**config.mk**
```make
export PLATFORM = sky130hd
export DESIGN_NAME = tlp_rx_parser
export DESIGN_NICKNAME = d
export VERILOG_FILES = /design/src/rtl/tlp_rx_parser_pkg.sv /design/src/rtl/tlp_rx_align.sv /design/src/rtl/tlp_rx_parser.sv
export SDC_FILE = /design/constraint.sdc
export NUM_CORES = 1
export LEC_CHECK = 0
export ABC_CLOCK_PERIOD_IN_PS = 4600
export BUFFER_PORTS_ARGS = -buffer_cell sky130_fd_sc_hd__buf_2
export CORE_ASPECT_RATIO = 0.6
export CORE_MARGIN = 2
export CORE_UTILIZATION = 55
export CTS_CLUSTER_DIAMETER = 30
export DETAILED_ROUTE_END_ITERATION = 16
export PLACE_DENSITY = 0.76
export SLEW_MARGIN = 40
export SYNTH_ARGS = -nofsm -noshare
export SYNTH_HDL_FRONTEND = slang
export SYNTH_SLANG_ARGS = --single-unit
```
**constraint.sdc**
```tcl
create_clock -name clk -period 4.6 [get_ports clk]
set_input_delay 0.69 -clock clk [delete_from_list [all_inputs] [get_ports clk]]
set_output_delay 0.69 -clock clk [all_outputs]
set_load 0.02 [all_outputs]
```
**src/rtl/tlp_rx_parser_pkg.sv**
```systemverilog
// tlp_rx_parser_pkg: TLP type codes, DW0 field offsets and parser states
// shared by the RX parser and its realign helper.
package tlp_rx_parser_pkg;

  localparam logic [6:0] FMT_TYPE_MWR32 = 7'h40;
  localparam logic [6:0] FMT_TYPE_MWR64 = 7'h60;

  localparam int FT_LSB  = 24;
  localparam int FT_MSB  = 30;
  localparam int EP_BIT  = 14;
  localparam int LEN_MSB = 9;

  typedef enum logic [2:0] {
    S_IDLE,
    S_HDR1,
    S_DATA,
    S_FLUSH,
    S_DROP
  } state_e;

  // A length field of zero encodes the maximum of 1024 dwords.
  function automatic logic [11:0] len_dw(input logic [LEN_MSB:0] len);
    return (len == '0) ? 12'd1024 : {2'b00, len};
  endfunction

endpackage

```
**src/rtl/tlp_rx_align.sv**
```systemverilog
// tlp_rx_align: one-dword hold register and lane mux that shifts
// 3DW-header payload down by one dword.
module tlp_rx_align (
  input  logic        clk,
  input  logic        rst,
  input  logic        load_i,
  input  logic        flush_i,
  input  logic [31:0] din_i,
  input  logic [31:0] lo_i,
  output logic [63:0] word_o
);

  logic [31:0] held_q;

  always_ff @(posedge clk) begin
    if (rst) begin
      held_q <= '0;
    end else if (load_i) begin
      held_q <= din_i;
    end
  end

  assign word_o = flush_i ? {32'h0, held_q} : {lo_i, held_q};

endmodule

```
**src/rtl/tlp_rx_parser.sv**
```systemverilog
// tlp_rx_parser: splits posted MWr TLPs from the 64-bit RX stream into
// header records and a dword-realigned payload stream; drops the rest.
module tlp_rx_parser
  import tlp_rx_parser_pkg::*;
#(
  parameter int C_DATA_WIDTH = 64,
  parameter int C_CNT_WIDTH  = 16
) (
  input  logic                    clk,
  input  logic                    rst,
  input  logic [C_DATA_WIDTH-1:0] m_axis_rx_tdata,
  input  logic [7:0]              m_axis_rx_tkeep,
  input  logic                    m_axis_rx_tlast,
  input  logic                    m_axis_rx_tvalid,
  output logic                    m_axis_rx_tready,
  input  logic                    rx_err_fwd,
  input  logic                    hdr_full,
  output logic                    hdr_wr_en,
  output logic [127:0]            hdr_wr_data,
  output logic                    hdr_wr_err,
  input  logic                    pd_full,
  output logic                    pd_wr_en,
  output logic [63:0]             pd_wr_data,
  output logic [1:0]              pd_wr_keep,
  output logic                    pd_wr_last,
  output logic [C_CNT_WIDTH-1:0]  drop_cnt,
  output logic [C_CNT_WIDTH-1:0]  len_err_cnt
);

  localparam logic [C_CNT_WIDTH-1:0] CNT_ONE =
    {{(C_CNT_WIDTH-1){1'b0}}, 1'b1};

  state_e state_q, state_d;
  logic is4_q, is4_d;
  logic efw_q, efw_d;
  logic [31:0] dw0_q, dw0_d, dw1_q, dw1_d;
  logic [31:0] ahi_q, ahi_d, alo_q, alo_d;
  logic [9:0] len_q, len_d;
  logic [11:0] cnt_q, cnt_d;
  logic hwe_q, hwe_d, herr_q, herr_d;
  logic [127:0] hwd_q, hwd_d;
  logic pwe_q, pwe_d, pwl_q, pwl_d;
  logic [63:0] pwd_q, pwd_d;
  logic [1:0] pwk_q, pwk_d;
  logic [C_CNT_WIDTH-1:0] drop_q, drop_d, lerr_q, lerr_d;

  logic [63:0] td;
  logic [6:0] ft;
  logic acc, mwr, hi_v, fin, ld, flush, lenbad;
  logic [63:0] word;

  assign td = m_axis_rx_tdata;
  assign ft = td[FT_MSB:FT_LSB];
  assign hi_v = (m_axis_rx_tkeep == 8'hFF);
  assign mwr = ((ft == FMT_TYPE_MWR32) || (ft == FMT_TYPE_MWR64))
             && !td[EP_BIT];

  assign m_axis_rx_tready = !rst && !hdr_full && !pd_full
                          && (state_q != S_FLUSH);
  assign acc = m_axis_rx_tvalid && m_axis_rx_tready;

  tlp_rx_align u_align (
    .clk     (clk),
    .rst     (rst),
    .load_i  (ld),
    .flush_i (flush),
    .din_i   (td[63:32]),
    .lo_i    (td[31:0]),
    .word_o  (word)
  );

  always_comb begin
    state_d = state_q;
    is4_d = is4_q;
    efw_d = efw_q;
    dw0_d = dw0_q;
    dw1_d = dw1_q;
    ahi_d = ahi_q;
    alo_d = alo_q;
    len_d = len_q;
    cnt_d = cnt_q;
    hwe_d = 1'b0;
    hwd_d = hwd_q;
    herr_d = herr_q;
    pwe_d = 1'b0;
    pwd_d = pwd_q;
    pwk_d = pwk_q;
    pwl_d = pwl_q;
    drop_d = drop_q;
    lerr_d = lerr_q;
    fin = 1'b0;
    ld = 1'b0;
    flush = 1'b0;
    lenbad = 1'b0;
    unique case (state_q)
      S_IDLE: if (acc) begin
        dw0_d = td[31:0];
        dw1_d = td[63:32];
        is4_d = (ft == FMT_TYPE_MWR64);
        len_d = td[LEN_MSB:0];
        cnt_d = '0;
        efw_d = rx_err_fwd;
        ahi_d = '0;
        alo_d = '0;
        if (mwr && !m_axis_rx_tlast) begin
          state_d = S_HDR1;
        end else if (m_axis_rx_tlast) begin
          drop_d = drop_q + CNT_ONE;
        end else begin
          state_d = S_DROP;
        end
      end
      S_HDR1: if (acc) begin
        efw_d = efw_q | rx_err_fwd;
        if (is4_q) begin
          ahi_d = td[31:0];
          alo_d = td[63:32];
          if (m_axis_rx_tlast) fin = 1'b1;
          else state_d = S_DATA;
        end else begin
          alo_d = td[31:0];
          ld = hi_v;
          cnt_d = {11'b0, hi_v};
          if (!m_axis_rx_tlast) state_d = S_DATA;
          else if (hi_v) state_d = S_FLUSH;
          else fin = 1'b1;
        end
      end
      S_DATA: if (acc) begin
        efw_d = efw_q | rx_err_fwd;
        cnt_d = cnt_q + (hi_v ? 12'd2 : 12'd1);
        pwe_d = 1'b1;
        if (is4_q) begin
          pwd_d = td;
          pwk_d = hi_v ? 2'b11 : 2'b01;
          pwl_d = m_axis_rx_tlast;
          fin = m_axis_rx_tlast;
        end else begin
          pwd_d = word;
          pwk_d = 2'b11;
          ld = hi_v;
          pwl_d = m_axis_rx_tlast && !hi_v;
          if (m_axis_rx_tlast && hi_v) state_d = S_FLUSH;
          else fin = m_axis_rx_tlast;
        end
      end
      S_FLUSH: if (!pd_full && !hdr_full) begin
        flush = 1'b1;
        pwe_d = 1'b1;
        pwd_d = word;
        pwk_d = 2'b01;
        pwl_d = 1'b1;
        fin = 1'b1;
      end
      S_DROP: if (acc && m_axis_rx_tlast) begin
        drop_d = drop_q + CNT_ONE;
        state_d = S_IDLE;
      end
      default: state_d = S_IDLE;
    endcase
    // Header is emitted alongside the final payload word of the TLP.
    if (fin) begin
      state_d = S_IDLE;
      lenbad = (cnt_d != len_dw(len_q));
      hwe_d = 1'b1;
      hwd_d = {ahi_d, alo_d, dw1_q, dw0_q};
      herr_d = lenbad || efw_d;
      if (lenbad) lerr_d = lerr_q + CNT_ONE;
      if (efw_d) drop_d = drop_q + CNT_ONE;
    end
  end

  always_ff @(posedge clk) begin
    if (rst) begin
      state_q <= S_IDLE;
      is4_q <= 1'b0;
      efw_q <= 1'b0;
      dw0_q <= '0;
      dw1_q <= '0;
      ahi_q <= '0;
      alo_q <= '0;
      len_q <= '0;
      cnt_q <= '0;
      hwe_q <= 1'b0;
      hwd_q <= '0;
      herr_q <= 1'b0;
      pwe_q <= 1'b0;
      pwd_q <= '0;
      pwk_q <= '0;
      pwl_q <= 1'b0;
      drop_q <= '0;
      lerr_q <= '0;
    end else begin
      state_q <= state_d;
      is4_q <= is4_d;
      efw_q <= efw_d;
      dw0_q <= dw0_d;
      dw1_q <= dw1_d;
      ahi_q <= ahi_d;
      alo_q <= alo_d;
      len_q <= len_d;
      cnt_q <= cnt_d;
      hwe_q <= hwe_d;
      hwd_q <= hwd_d;
      herr_q <= herr_d;
      pwe_q <= pwe_d;
      pwd_q <= pwd_d;
      pwk_q <= pwk_d;
      pwl_q <= pwl_d;
      drop_q <= drop_d;
      lerr_q <= lerr_d;
    end
  end

  assign hdr_wr_en = hwe_q;
  assign hdr_wr_data = hwd_q;
  assign hdr_wr_err = herr_q;
  assign pd_wr_en = pwe_q;
  assign pd_wr_data = pwd_q;
  assign pd_wr_keep = pwk_q;
  assign pd_wr_last = pwl_q;
  assign drop_cnt = drop_q;
  assign len_err_cnt = lerr_q;

endmodule

```
Word-level counts from Yosys, hierarchy flattened
Cells that the tools add are included.
Storage, ports and cells
  input bits: 79
  memory bits (writable): 0
  register bits after elaboration: 417
  output and inout bits: 231
  memory bits (read-only): 0
  latch bits: 0
  memories kept: 0
Operators by class
  reduce and logical (&&, ||, !) cells: 27
  bitwise logic cells: 2
  equality and inequality tests: 19
  $lt $le $gt $ge: 0
  muxes and demuxes: 69
  shifts and indexed selects: 0
  multipliers: 0
  $add $sub $neg: 3
  div/mod/pow operators: 0
Operators by type and width (number)
  $mux 64: 4
  $mux 32: 6
  $pmux 32 s2: 2
  $pmux 64 s2: 1
  $mux 16: 6
  $mux 12: 4
  $mux 3: 12
  $pmux 12 s3: 1
  $add 16x1->16 const B: 2
  $pmux 16 s2: 1
  $mux 1: 20
  $pmux 3 s5: 1
  $eq 7x7->1 const B: 2
  $ne 2x2->1 const B: 7
  $add 12x2->12: 1
  $ne 12x11->1: 1
  $mux 11: 1
  $logic_and 1x1->1: 10
  $logic_not 10->1: 1
  $mux 2: 5
  $reduce_and 10->1: 1
  $ne 3x3->1 const B: 3
  $eq 8x8->1 const B: 1
  $eq 3x2->1 const B: 2
  other kinds (15): 25

Depth between registers and ports, before layout
Gate-level depths: netlist of the first run.
  word-level depth: 10
  gate-level depth with buffers: 14
  gate-level depth less buffers: 12

Modules after synthesis
Synthesis of the first run repeated with hierarchy kept, for this count alone.
Unflattened totals
  cell total of the unflattened synthesis: 2046
  area total of the unflattened synthesis: 16878.7 um^2
Modules (own cells, without submodules)
  tlp_rx_parser: times used 1, cells an instance 1908, area an instance 15499.9 um^2, sequential area each 7507.2 um^2
  tlp_rx_align: times used 1, cells an instance 138, area an instance 1378.8 um^2, sequential area each 640.6 um^2

Least setup slack after synthesis of the first run
No wires, ideal clock.
  kind: input-to-reg
  from: in m_axis_rx_tkeep[3]
  to: reg lerr_q[14] (netlist: len_err_cnt[14])
  path buffers: 1
  arrival time: 3.455 ns
  data required time: 4.477 ns
  path slack: 1.022 ns
  stages on the path: 13
  cells stage by stage: and4_1 nand2_1 ha_1 fa_1 nand3_1 nor3_1 a32oi_1 o2111ai_1 a2111o_1 nor4_4 buf_6 nor4_1 mux2_1
Between the ends
  longest elaborated chain between the ends: 7
  elaborated cells on any way between the ends: 18
  classes of those cells: 1 x add/sub; 2 x eq/ne; 13 x mux; 2 x reduce/logical
Ends and longest elaborated chain
  from (decl): line tlp_rx_parser.sv:12  | input logic [7:0] m_axis_rx_tkeep,
  $eq 8x8->1 *: line tlp_rx_parser.sv:54  | assign hi_v = (m_axis_rx_tkeep == 8'hFF);
  $mux 2 (tied with other cells): line tlp_rx_parser.sv:131  | cnt_d = cnt_q + (hi_v ? 12'd2 : 12'd1);
  $add 12x2->12 (tied with other cells): line tlp_rx_parser.sv:131
  $mux 12 (tied with other cells): line tlp_rx_parser.sv:129  | S_DATA: if (acc) begin
  $pmux 12 s3 (tied with other cells): line tlp_rx_parser.sv:95  | unique case (state_q)
  $ne 12x11->1 or $pmux 1 s3 (tied branches): line tlp_rx_parser.sv:164, tlp_rx_parser.sv:95
  $reduce_and 2->1 (no line) *
  to (signal assigned): line tlp_rx_parser.sv:211  | lerr_q <= lerr_d;
  to (decl): line tlp_rx_parser.sv:45  | logic [C_CNT_WIDTH-1:0] drop_q, drop_d, lerr_q, lerr_d;
Mark *: on every way between the ends. The rest lies on a longest branch, timed or not.
A chain may end at the register's enable or synchronous reset.

Worst setup path after layout of the first run
  from: in m_axis_rx_tkeep[3]
  to: reg lerr_q[4] (netlist: len_err_cnt[4])
Same word-level chain as after synthesis.

==> results of run 1 <==
-- synthesized netlist by cell type, types with 8 or more instances --
master,count
buf_1,10
nor2_1,244
a22o_1,32
a311oi_1,34
nand2_1,382
a21oi_1,221
nor4_1,9
and4_1,8
mux2_2,8
nand4_1,12
a211oi_1,68
dfxtp_1,407
clkbuf_1,151
nand3_1,58
and3_1,12
a22oi_1,68
or4_1,8
mux2i_1,30
o31ai_1,8
nor3_1,39
xor2_1,16
-- worst max path at each step --
| stage | startpoint | endpoint | slack (ps) | cells after the start |
|---|---|---|---|---|
| global route | m_axis_rx_tkeep[6] | len_err_cnt[4] | 700 | 14 |
| floorplan | m_axis_rx_tkeep[3] | len_err_cnt[14] | 1020 | 13 |
| detailed placement | m_axis_rx_tkeep[3] | len_err_cnt[4] | 410 | 14 |
| global placement | m_axis_rx_tkeep[3] | len_err_cnt[10] | 590 | 14 |
| CTS | m_axis_rx_tkeep[3] | len_err_cnt[4] | 970 | 14 |
| finish | m_axis_rx_tkeep[3] | len_err_cnt[4] | 880 | 14 |
-- cell type report --
cell class / count / share of cell area, %
diodes: 1 / 0.0129
clock buffers: 55 / 6.74
clock inverters: 34 / 1.78
inverters: 8 / 0.155
multi-input cells: 1345 / 37.3
flip-flops and latches: 407 / 42.0
well taps: 375 / 2.41
repair buffers: 338 / 9.59
-- state kept, by name, indices dropped and copies added (netlist names), 12 cells and up --
name and cells:
hdr_wr_data 128, pd_wr_data 64, ahi_q 32, alo_q 32
dw0_q 32, dw1_q 32, u_align.held_q 32, drop_cnt 16
len_err_cnt 16, cnt_q 12
-- worst max-delay path, cell delays in order --
cell and delay [ps]:
buf_2 100, and4_1 220, nand2_1 240, ha_1 280, fa_1 340, nand3_1 120
nor4_2 410, nor3b_1 330, a211oi_1 90, o2111ai_1 300, nor4_4 50, buf_4 230
nor4b_1 370, mux2_2 390
-- routing by layer --
metal / share of wire, % / vias up / GRT usage, % / routed length [um]
li1: - / 7187 / - / -
met1: 44 / 7107 / 50.5 / 23600
met2: 40 / 843 / 45.3 / 21400
met3: 13 / 111 / 11.6 / 7160
met4: 3.3 / 0 / 11.5 / 1770
met5: 0 / - / 0 / 0
-- kinds of logic after synthesis --
| kind of cell | share of synthesized area, % |
|---|---|
| compound gates | 19.2 |
| mux | 2.58 |
| buf+inv | 4.11 |
| xor+xnor | 1.09 |
| simple gates | 21.6 |
| flops | 50.9 |
| fa+ha+maj | 0.438 |
-- through the flow --
step                      instance area (sq um)  hold slack, ps  worst slack (ps)  power (uW)  util, %
after global routing                      19400             409               697        7890     67.7
after CTS                                 19400             390               970        7730     67.7
after detailed placement                  17800             443               405        3890     61.9
final                                     19400             403               882        7710     67.7
after floorplan                           16000             437              1020        3740        -
after global placement                    17700             435               586        3880     61.7
-- power groups by stage --
stage / clock network, uW / registers (uW) / logic (uW)
after global routing: 4050 / 3550 / 291
after floorplan: 0 / 3620 / 121
after CTS: 3910 / 3550 / 267
final: 3880 / 3550 / 280
after detailed placement: 0 / 3620 / 267
after global placement: 0 / 3620 / 260
==> reports/qor.yml, run 1 <==
status: "finished, final reports clean"
sw_frac_of_total_pct: 24.4
grt_start_max_net_pins: 135
avgViaCountPerCell: 5.95
ios: 310
peakVddDrop_uv: 290
layout.cells.non_filler: 2563
route.detailed.drc: 0
drt_iter0_drc: 2050
start_kind: "input port"
cp-end-kind: "register"
ys_types: 71
synth_edf_count: 0
numPortBuffers: 309
clockBufferDepth: 3
postCtsHoldBufs: 0
p_sw_uw: 1880
ctsRootBufferMaster: "clkbuf_16"
multi_input_area_sq_mm: 0.00725
syn_area_sq_mm: 0.0160
fin_tns_setup_ps: 0
r2r_cells: 9
start_util_pct: 55.7
areaGrowthSynthToFinish_pct: 21.4
yosysTopAreaCell: "dfxtp_1"
synth-seq-area-share_pct: 50.9
crit_fanout: 28
p_per_area_mw_per_mm2: 397
grt_pass1_wl_um: 79500
combPwrFrac_pct: 3.6
drive_above_1_share_pct: 20.9
place_inst: 2473
final_cell_mix: "405 x dfxtp_1, 381 x nand2_1, 308 x buf_2"
required_ps: 5050
final_common_cell: "dfxtp_1"
p_int_uw: 5830
synthCells: 1924
die_h_um: 136
clk_pin_slew_ps: 60
grt_util_all_layers_pct: 34.0
die-area_sq_mm: 0.0305
rr_endpoint: "len_err_cnt[4]"
fin_crit_ps: 3720
hold_path.class: "in -> reg"
cts_tree: "built"
grt_setup_unrepaired: "false"
htreeDepth: 2
num_vias: 15200
cp.arrival_ps: 4170
wl_um: 53900
finalHoldViolations: 0
finClkSkew_ps: 13.7
cap_viol_max_count: 0
synth_seq_cells: 407
async_flop_share_pct: 0
num-fill-cells: 2378
clock-sinks: 407
syn_avg_cell_area_sq_um: 8.32
reg2reg_from: "state_q[2]"
crit_type: "in -> reg"
wl_per_cell_um: 21.0
grt_pass1_vias: 13400
ant_nets: 0
synth_nets: 2008
fin_crit_sh_pct: 80.8
synth_ff_type: "dfxtp_1"
holdCritStartpoint: "m_axis_rx_tdata[57]"
worst_pin_slew_ps: 838
core_area_sq_mm: 0.0287
fin_nets: 2232
regArea_sq_mm: 0.00815
cts_made_buffers: 48
ys_warn_count: 0
die_x_um: 224
grt_overflow: 0
ys_top_cells_by_area: "dfxtp_1 51%, nand2_1 9.0%, a21oi_1 6.9%, nor2_1 5.7%, clkbuf_1 3.5%"
setup_viol: 0
slew_headroom_pct: 44.1
rows: 48
antenna_found_initial: 1
dpl.hpwl_um: 36500
pwr-share-seq_pct: 46.0
place_congestion: 0.965
synth_top_cell_area_share_pct: 50.9
regToRegSetupSlack_ps: 1060
post_cts_resized: 0
clock_power_share_pct: 50.4
clk-insertion-delay-late_ps: 570
holdPathStages: 3
max_freq_mhz: 269
drv_slew: 0
min_to: "u_align.held_q[25]"
leakage_uw: 0.00741
cts_setup_buffers: 0
dr.pass1.iters: 5
No activity file was read; power rests on OpenSTA's default activity.
==> run 2, diff against run 1 <==
Settings changed: ABC_CLOCK_PERIOD_IN_PS 4600 to 3500.
Clock period 4.6 ns to 3.5 ns, I/O delays scaled along.
==> run 2 against run 1 <==
Routed wire length up 3.9%. Register-to-register slack got worse by 770 ps. Total power rose by 44%. Via count up 2.6%. Critical path depth did not move. Hold slack worse by 170 ps. First-iteration DRC count is 5.2% lower. Global-route usage rose by 1.3 points. Sequential cell count is the same. Combinational power rose by 38%. Critical path type unchanged.
==> reports/qor.yml, run 2 (synthesized netlist as in run 1, its figures left out) <==
grt_start_max_net_pins: 137
die_h_um: 136
clk-insertion-delay-late_ps: 580
num-fill-cells: 2391
cp.arrival_ps: 3660
hold_path.class: "in -> reg"
rows: 48
die-area_sq_mm: 0.0305
ant_nets: 0
fin_nets: 2270
worst_pin_slew_ps: 777
grt_pass1_wl_um: 82900
p_per_area_mw_per_mm2: 554
dpl.hpwl_um: 38000
final_cell_mix: "406 x dfxtp_1, 381 x nand2_1, 308 x buf_2"
cts_tree: "built"
critPathMaxStageDelay_ps: 450
clockBufferDepth: 3
regToRegSetupSlack_ps: 290
cap_viol_max_count: 0
rr_endpoint: "len_err_cnt[10]"
grt_overflow: 0
fin_crit_sh_pct: 91.7
setup_viol: 0
grt.busiest_layer: "met1"
layout.cells.non_filler: 2607
antenna_found_initial: 3
postLayoutCellArea_sq_mm: 0.0201
hold-worst-slack_ps: 234
htreeDepth: 2
start_kind: "input port"
route.detailed.drc: 0
numPortBuffers: 309
r2r_cells: 9
avgViaCountPerCell: 6.00
drt_iter0_drc: 1944
cts_setup_buffers: 0
drv_slew: 0
drive_above_1_share_pct: 22.0
reg2reg_from: "cnt_q[5]"
ios: 310
crit_fanout: 28
start_util_pct: 55.7
finalHoldViolations: 0
largest_register_ffs: 128
post_cts_resized: 0
leakage_uw: 0.00774
grt_util_all_layers_pct: 35.3
num_vias: 15600
status: "finished, final reports clean"
final_common_cell: "dfxtp_1"
dpl_cell_area_sq_mm: 0.0181
clk_pin_slew_ps: 60
use_met1_pct: 53.2
fin_crit_ps: 3210
die_x_um: 224
max_freq_mhz: 311
core_area_sq_mm: 0.0287
postCtsHoldBufs: 0
areaGrowthSynthToFinish_pct: 25.4
holdPathStages: 3
met3_usage_pct: 10.3
place_congestion: 0.969
use_met2_pct: 47.7
wl_um: 56000
finClkSkew_ps: 19.4
crit_type: "in -> reg"
path_cells: "buf_2, and4_1, nand2_1, ha_1, fa_1, nand3_1, nor4_2, nor3b_1, a211oi_1, o2111ai_1, nor4_4, buf_12, nor4b_1, mux2_2"
clock-sinks: 407
crit_slowest_cell: "nor4_2"
ctsRootBufferMaster: "clkbuf_16"
min_to: "dw1_q[25]"
p_total_uw: 11100
grt_pass1_vias: 14000
peakVddDrop_uv: 464
slew_headroom_pct: 48.2
holdCritStartpoint: "m_axis_rx_tdata[57]"
grt_setup_unrepaired: "false"
crit_family: "simple AND/OR/NAND/NOR gates"
place_inst: 2506
cts_made_buffers: 53
cp-end-kind: "register"
wl_per_cell_um: 21.5
dr.pass1.iters: 6
critPathBufInv: 2
required_ps: 3950
[run 2: power breakdown]
part	total (uW)	switching, uW	internal, uW
Combinational	386	289	97.2
Clock	6080	2200	3880
Sequential	4660	13.5	4650
[run 2: metrics by stage]
stage,setup WS [ps],util [%],TNS [ps]
finish,290,69.9,0
global route,39.3,69.9,0
CTS,331,69.9,0
detailed placement,-233,63.0,-1780
global placement,-154,62.8,-857
floorplan,87.0,-,0
[run 2: worst max path at each step]
stage | start | end | slack [ps] | depth (start not counted)
floorplan | m_axis_rx_tkeep[3] | len_err_cnt[14] | 90 | 13
global placement | m_axis_rx_tkeep[3] | len_err_cnt[14] | -150 | 15
detailed placement | m_axis_rx_tkeep[3] | len_err_cnt[10] | -230 | 14
CTS | m_axis_rx_tkeep[3] | len_err_cnt[10] | 330 | 14
global route | m_axis_rx_tkeep[3] | len_err_cnt[10] | 40 | 14
finish | m_axis_rx_tkeep[3] | len_err_cnt[10] | 290 | 14
[run 2: worst min-delay path: cells and delay by family]
family | cells | cell delay, ps
buf+inv | 1 | 130
simple gates | 1 | 60
compound gates | 1 | 50
[run 2: area by class of cell]
cell class | count | area [sq um] | share of cell area [%]
clock buffer | 68 | 1470 | 7.30
timing repair buffer | 371 | 2180 | 10.9
clock inverter | 31 | 520 | 2.59
sequential | 407 | 8150 | 40.6
antenna | 2 | 5.00 | 0.0249
tap | 375 | 469 | 2.34
inverter | 8 | 30.0 | 0.150
multi-input combinational | 1345 | 7250 | 36.1
[run 2: metal layers]
layer	vias up	share of wire, %	routed length (um)
li1	7247	-	-
met1	7381	45	25200
met2	882	40	22300
met3	133	12	6840
met4	2	2.9	1640
met5	-	0.023	13
